===== src/rtl/bot_update_hsk.sv =====
// N-channel bot update handshake: per-channel pending flag, coherent info snapshot,
// saturating overrun counter and a registered lowest-index interrupt request.
module bot_update_hsk #(
    parameter int N_CH        = 4,
    parameter int DATA_W      = 32,
    parameter int OVF_W       = 8,
    parameter int EDGE_MODE   = 1,
    parameter int SNAP_POLICY = 0,
    localparam int IDX_W      = (N_CH > 1) ? $clog2(N_CH) : 1
) (
    input  logic                     SI_ClkIn,
    input  logic                     SI_Reset_N,
    input  logic [N_CH-1:0]          upd_in,
    input  logic [N_CH*DATA_W-1:0]   info_in,
    input  logic [N_CH-1:0]          ack_in,
    input  logic [N_CH-1:0]          int_mask,
    input  logic [N_CH-1:0]          ovr_clr,
    output logic [N_CH-1:0]          pending,
    output logic [N_CH*DATA_W-1:0]   snap_out,
    output logic [N_CH*OVF_W-1:0]    ovr_cnt,
    output logic                     irq,
    output logic [IDX_W-1:0]         irq_ch
);

    logic [N_CH-1:0]  upd_q;
    logic [N_CH-1:0]  evt;
    logic [N_CH-1:0]  active;
    logic             irq_next;
    logic [IDX_W-1:0] irq_ch_next;

    // upd_q resets to all ones so a strobe already high at reset release is not an event.
    always_ff @(posedge SI_ClkIn or negedge SI_Reset_N) begin
        if (!SI_Reset_N) begin
            upd_q <= '1;
        end else begin
            upd_q <= upd_in;
        end
    end

    assign evt = upd_in & ((EDGE_MODE != 0) ? ~upd_q : {N_CH{1'b1}});

    for (genvar g = 0; g < N_CH; g++) begin : g_ch
        logic              pend_r;
        logic [DATA_W-1:0] snap_r;
        logic [OVF_W-1:0]  cnt_r;
        logic              ovr_inc;
        logic              take_snap;

        assign ovr_inc   = evt[g] & ~ack_in[g] & pend_r;
        // A new event beats a same-cycle ack; only a true overrun may keep the old snapshot.
        assign take_snap = evt[g] & (ack_in[g] | ~pend_r | (SNAP_POLICY != 0));

        always_ff @(posedge SI_ClkIn or negedge SI_Reset_N) begin
            if (!SI_Reset_N) begin
                pend_r <= 1'b0;
                snap_r <= '0;
                cnt_r  <= '0;
            end else begin
                if (evt[g]) begin
                    pend_r <= 1'b1;
                end else if (ack_in[g]) begin
                    pend_r <= 1'b0;
                end

                if (take_snap) begin
                    snap_r <= info_in[g*DATA_W +: DATA_W];
                end

                if (ovr_clr[g]) begin
                    cnt_r <= ovr_inc ? OVF_W'(1) : '0;
                end else if (ovr_inc && (cnt_r != {OVF_W{1'b1}})) begin
                    cnt_r <= cnt_r + OVF_W'(1);
                end
            end
        end

        assign pending[g]                     = pend_r;
        assign snap_out[g*DATA_W +: DATA_W]   = snap_r;
        assign ovr_cnt[g*OVF_W +: OVF_W]      = cnt_r;
    end

    assign active = pending & int_mask;

    // Scanning downward leaves the lowest-index active channel as the final winner.
    always_comb begin
        irq_next    = |active;
        irq_ch_next = '0;
        for (int i = N_CH - 1; i >= 0; i--) begin
            if (active[i]) begin
                irq_ch_next = IDX_W'(i);
            end
        end
    end

    always_ff @(posedge SI_ClkIn or negedge SI_Reset_N) begin
        if (!SI_Reset_N) begin
            irq    <= 1'b0;
            irq_ch <= '0;
        end else begin
            irq    <= irq_next;
            irq_ch <= irq_ch_next;
        end
    end

endmodule


===== config.mk =====
export PLATFORM = sky130hd
export DESIGN_NAME = bot_update_hsk
export DESIGN_NICKNAME = d
export VERILOG_FILES = /design/src/rtl/bot_update_hsk.sv
export SDC_FILE = /design/constraint.sdc
export NUM_CORES = 1
export LEC_CHECK = 0
export BUFFER_PORTS_ARGS = -buffer_cell sky130_fd_sc_hd__buf_2
export CAP_MARGIN = 10
export CORE_MARGIN = 8
export CORE_UTILIZATION = 38
export CTS_CLUSTER_SIZE = 10
export DETAILED_ROUTE_END_ITERATION = 12
export PLACE_DENSITY_LB_ADDON = 0.3
export SYNTH_ARGS = -nofsm -noshare
export SYNTH_HDL_FRONTEND = slang
export SYNTH_SLANG_ARGS = --single-unit
export TNS_END_PERCENT = 5

===== constraint.sdc =====
create_clock -name SI_ClkIn -period 1.79 [get_ports SI_ClkIn]
set_input_delay 0.0895 -clock SI_ClkIn [delete_from_list [all_inputs] [get_ports SI_ClkIn]]
set_output_delay 0.0895 -clock SI_ClkIn [all_outputs]
set_load 0.1 [all_outputs]

# Word level (Yosys, flattened, before mapping)
# Index checks and enable logic that the tools add are counted.
# word_totals
register_bits,171
input_bits,146
output_inout_bits,167
wordCells,87
# classes
addsub,4
n_eq_ne,4
n_mux,24
bitwise_logic,27
reduce_logical,13
# op_table
operator,n
2-to-1 mux 8 bit,8
adder 8 x 1 -> 8 bit (second input constant),4
!= test 8 bit (second input constant),4
nonzero test 2 bit,8
AND 1 bit,12
2-to-1 mux 1 bit,12
AND 4 bit,2
2-to-1 mux 2 bit,4
inverter 1 bit,8
logical AND 1 bit,4
inverter 4 bit,1
bitwise OR 1 bit,4
OR reduction 4 bit,1

# Longest topological paths before layout
# logic_depth
ltp_word,7
depth_mapped,5
depth_no_buf,5

# Worst setup path before layout
# OpenSTA, ideal clock, no wires.
# synth_path
path_type,register to register
from,reg g_ch[2].cnt_r[0]
to,reg g_ch[2].cnt_r[1]
setup_ps,129
arrival_ps,2060
required_time_ps,1661
slack_ps,-400
stages_incl_launch_ff,6
n_path_buf,0
period_less_slack_ps,2190
cell_sequence,dfrtp_1 -> ha_1 -> nand3_1 -> o21ai_0 -> mux2i_1 -> nor2_1
# synth_via
elab_chain_len,3
word_cells_on_any_way,6
cone_classes,add/sub: 1; eq/ne: 1; mux: 2; reduce/logical: 2
# synth_lines
element,line,source
start: declaration,45,logic [OVF_W-1:0] cnt_r;
start signal: assignment,70,cnt_r <= ovr_inc ? OVF_W'(1) : '0;
start signal: assignment,72,cnt_r <= cnt_r + OVF_W'(1);
adder 8 x 1 -> 8 bit or != test 8 bit (tied branches),"72, 71",
2-to-1 mux 8 bit or logical AND 1 bit (tied branches),71,end else if (ovr_inc && (cnt_r != {OVF_W{1'b1}})) begin
2-to-1 mux 8 bit or nonzero test 2 bit (tied branches),--,
# Several ways; a longest one is shown, not always the timed one. The select of a mux whose other input is x is not followed.
# A chain may end at the register's enable or synchronous reset.

# Final worst setup path
# layout_path
from,reg g_ch[3].cnt_r[0]
to,reg g_ch[3].cnt_r[5]
# layout_via
elab_chain_len,3
word_cells_on_any_way,6
cone_classes,add/sub: 1; eq/ne: 1; mux: 2; reduce/logical: 2
# layout_lines
element,line
start: declaration,45
start signal: assignment,70
start signal: assignment,72
adder 8 x 1 -> 8 bit or != test 8 bit (tied branches),"72, 71"
2-to-1 mux 8 bit or logical AND 1 bit (tied branches),71
2-to-1 mux 8 bit or nonzero test 2 bit (tied branches),--
# Several ways; a longest one is shown, not always the timed one. The select of a mux whose other input is x is not followed.

==> key figures <==
Route
  – DRC viols: 0
  – Vias: 5,764
  – Post-DRT Antenna Nets: 0
  – DRT iter0 DRCs: 288
  – Drt wl/cell: 17.8 um
  – Routed vias/inst: 4.78
  – 1st-pass router iterations: 4
  – Final WL: 21,500 um

CTS
  – Clock tree root buffer cell: clkbuf_16
  – Clock Latency Late Sink: 0.43 ns
  – Clock slew at reported path FFs: 0.07 ns
  – TritonCTS Buffers: 17
  – CTS tree: built
  – Clock tree buffer depth: 2
  – Htree depth: 4
  – CTS sink count: 171

Final layout
  – Register area: 4310 um2
  – Final #Nets: 1,112
  – Filler cells: 1,376
  – Layout cells sized above 1: 53.3%
  – Final cell count without fillers: 1,205
  – Area delta synth->final: 59.3%
  – Multi-input gate area: 2530 um2

Placement
  – I/O Buffers: 312
  – Placed Cells: 1,026
  – GP Congestion: 0.784
  – DP HPWL: 14,500 um

Global routing
  – Remaining global-route overflow: 0
  – Gr usage total: 18.6%
  – Vias in the first global route: 6,305
  – First-pass GRT wire length: 33,300 um
  – Pin count of the biggest net entering global routing: 53
  – Initial antenna violation count: 0

Floorplanning
  – CORE AREA: 17,900 um2
  – Chip width: 151 um
  – I/O pins: 313
  – Initial Util: 38.7%
  – Die area: 22,800 um2
  – Row count: 49
  – Die Y-Extent: 151 um

Worst setup path
  – Reg2reg path depth: 5
  – WP data arrival: 1.95 ns
  – Reg2reg end: g_ch[3].cnt_r[5]
  – Startpoint types: register
  – Crit. End Element: register
  – CP Max Fanout: 6
  – WS Path Type: register to register
  – Worst Path Required: 2.14 ns
  – R2R setup slack: 0.19 ns
  – Reg2Reg Launch Point: g_ch[3].cnt_r[0]

Power and ir drop
  – Pwr per Cell Area: 1360 nW/um2
  – Leakage: 5.27 nW
  – Max IR drop VDD: 0.000883 V

STA
  – Setup Skew: 0.00977 ns
  – Final Hold Fails: 0
  – Final critical-path required period: 1.60 ns
  – Period utilisation layout: 89.1%
  – Max Slew Vio Count: 0
  – Worst-margin pin slew: 0.520 ns
  – Fmax: 627 MHz
  – Final setup vio count: 0
  – Slew HR: 65.3%
  – RSZ-0062 raised after global routing: false
  – Hold Worst Slack: 0.0197 ns

Job
  – Max-cap viol count: 0

Synthesis
  – Flops & latches, synth: 171
  – Synth Net Count: 642
  – EDFF count, synth: 0
  – Asr flop ratio synth: 100%
  – Main combinational cell family by area after synthesis: multiplexers
  – Warnings from Yosys: 0
  – Mux contribution to synthesized area: 22.2%
  – Primary FF master, synth: dfrtp_1
  – XOR/XNOR Fraction of Synth Area: 1.64%
  – Avg Cell Area, Syn: 14.1 um2
  – Netlist cell types: 38
  – Complex-gate fraction of the synthesized area: 3.94%
  – Cells after Synth: 492
  – Synth Area in Simple Gates: 7.24%
  – Sequential share of the synthesized area: 61.8%
  – Mapped cell area: 6930 um2
  – Post-Synth Adder-Cell Area: 0.722%

Hold path
  – Hold Path End: irq_ch[1]
  – Hold Crit Class: primary input to register
  – Hold path depth: 3
  – Hold_sp: int_mask[3]

Outcome
  – Status: complete, no violations
## worst max-delay path: stages, from the launching register on
cell	delay [ns]
dfrtp_2	0.43
ha_1	0.25
nand3_1	0.10
nor2_1	0.08
or4_1	0.51
a21oi_1	0.15
## metal layers
metal	routed length [um]	vias up	GRT usage (%)
li1	-	2705	-
met1	8120	2809	21.1
met2	10800	219	31.0
met3	2120	31	7.20
met4	480	0	7.32
met5	0	-	0
## cells in the mapped netlist (2+ instances only)
cell type	instances	area, um2
o211ai_1	9	67.6
and4_1	4	35.0
nor4bb_1	2	20.0
and3_1	5	31.3
buf_1	3	11.3
mux2i_1	10	100
dfrtp_1	167	4180
o21ai_0	11	55.1
nand2b_1	8	50.1
a21oi_1	10	50.1
nor2_1	24	90.1
inv_1	12	45.0
nand4_1	11	68.8
and2_1	5	31.3
buf_2	14	70.1
nand3b_1	3	22.5
nand2_1	11	41.3
mux2_2	128	1440
ha_1	4	50.1
xor2_1	13	114
dfstp_2	4	105
a22oi_1	2	15.0
buf_4	4	30.0
nand3_1	10	50.1
o2111ai_1	5	43.8
## final cells by class
cell class,count,area share [%]
clock buffers,19,4.01
multi-input cells,287,22.9
diodes,1,0.0227
inverters,12,0.408
clock inverters,13,1.85
flip-flops and latches,171,39.1
repair buffers,473,29.1
well taps,229,2.60
## worst max-delay path by stage
stage                           from                to  slack, ns  depth (start not counted)
floorplan           g_ch[1].cnt_r[5]  g_ch[1].cnt_r[1]      -0.11                          4
global placement    g_ch[3].cnt_r[0]  g_ch[3].cnt_r[5]       0.24                          5
finish              g_ch[3].cnt_r[0]  g_ch[3].cnt_r[5]       0.19                          5
CTS                   g_ch[0].pend_r  g_ch[0].cnt_r[1]       0.17                          5
detailed placement    g_ch[0].pend_r  g_ch[0].cnt_r[1]       0.19                          5
global route        g_ch[2].cnt_r[0]  g_ch[2].cnt_r[1]       0.05                          5
## report_power, final
part / internal (W) / total (W) / switching [W] / leakage, nW
sequential: 0.00443 / 0.00473 / 0.000295 / 2.04
clock: 0.00242 / 0.00405 / 0.00163 / 0.317
combinational: 0.00120 / 0.00622 / 0.00501 / 2.91
total: 0.00806 / 0.0150 / 0.00694 / 5.27
## cells by family (layout without fill, tap and decap cells)
family	count (synthesis)	in the layout
AND/OR/NAND/NOR	90	90
adder cells (fa/ha/maj)	4	4
multiplexers	138	138
buffers and inverters	34	517
other	0	1
flip-flops	171	171
AO/OA/AOI/OAI	42	42
XOR/XNOR	13	13
## timing repair
item / CTS / global route
resized for setup: 0 / 1
setup endpoints to repair: 0 / 2
endpoints found under the hold margin: 213 / 0
setup buffers: 0 / 0
hold buffers: 146 / 0
## flip-flops by register name (all words and copies together) (netlist names)
| signal | count |
|---|---|
| g_ch.cnt_r | 32 |
| irq | 1 |
| irq_ch | 2 |
| g_ch.pend_r | 4 |
| upd_q | 4 |
| g_ch.snap_r | 128 |
## cells in the final DEF, fill, tap and decap left out, types with 12 or more instances in the layout
master / instances
xor2_1: 13
clkbuf_16: 17
inv_1: 12
nor2_1: 24
dfrtp_1: 145
dfrtp_2: 22
mux2_2: 128
dlygate4sd3_1: 146
buf_2: 311
## through the flow
stage               util [%]  setup TNS [ns]  setup slack, ns  instance area, um2  power (W)
detailed placement      49.8               0            0.186                8920     0.0107
CTS                     61.6               0            0.166               11000     0.0151
global route            61.7               0           0.0509               11000     0.0155
floorplan                  -          -0.312           -0.111                6960    0.00959
global placement        49.8               0            0.236                8920     0.0107
finish                  61.7               0            0.195               11000     0.0150
(Power assumes the default switching activity.)
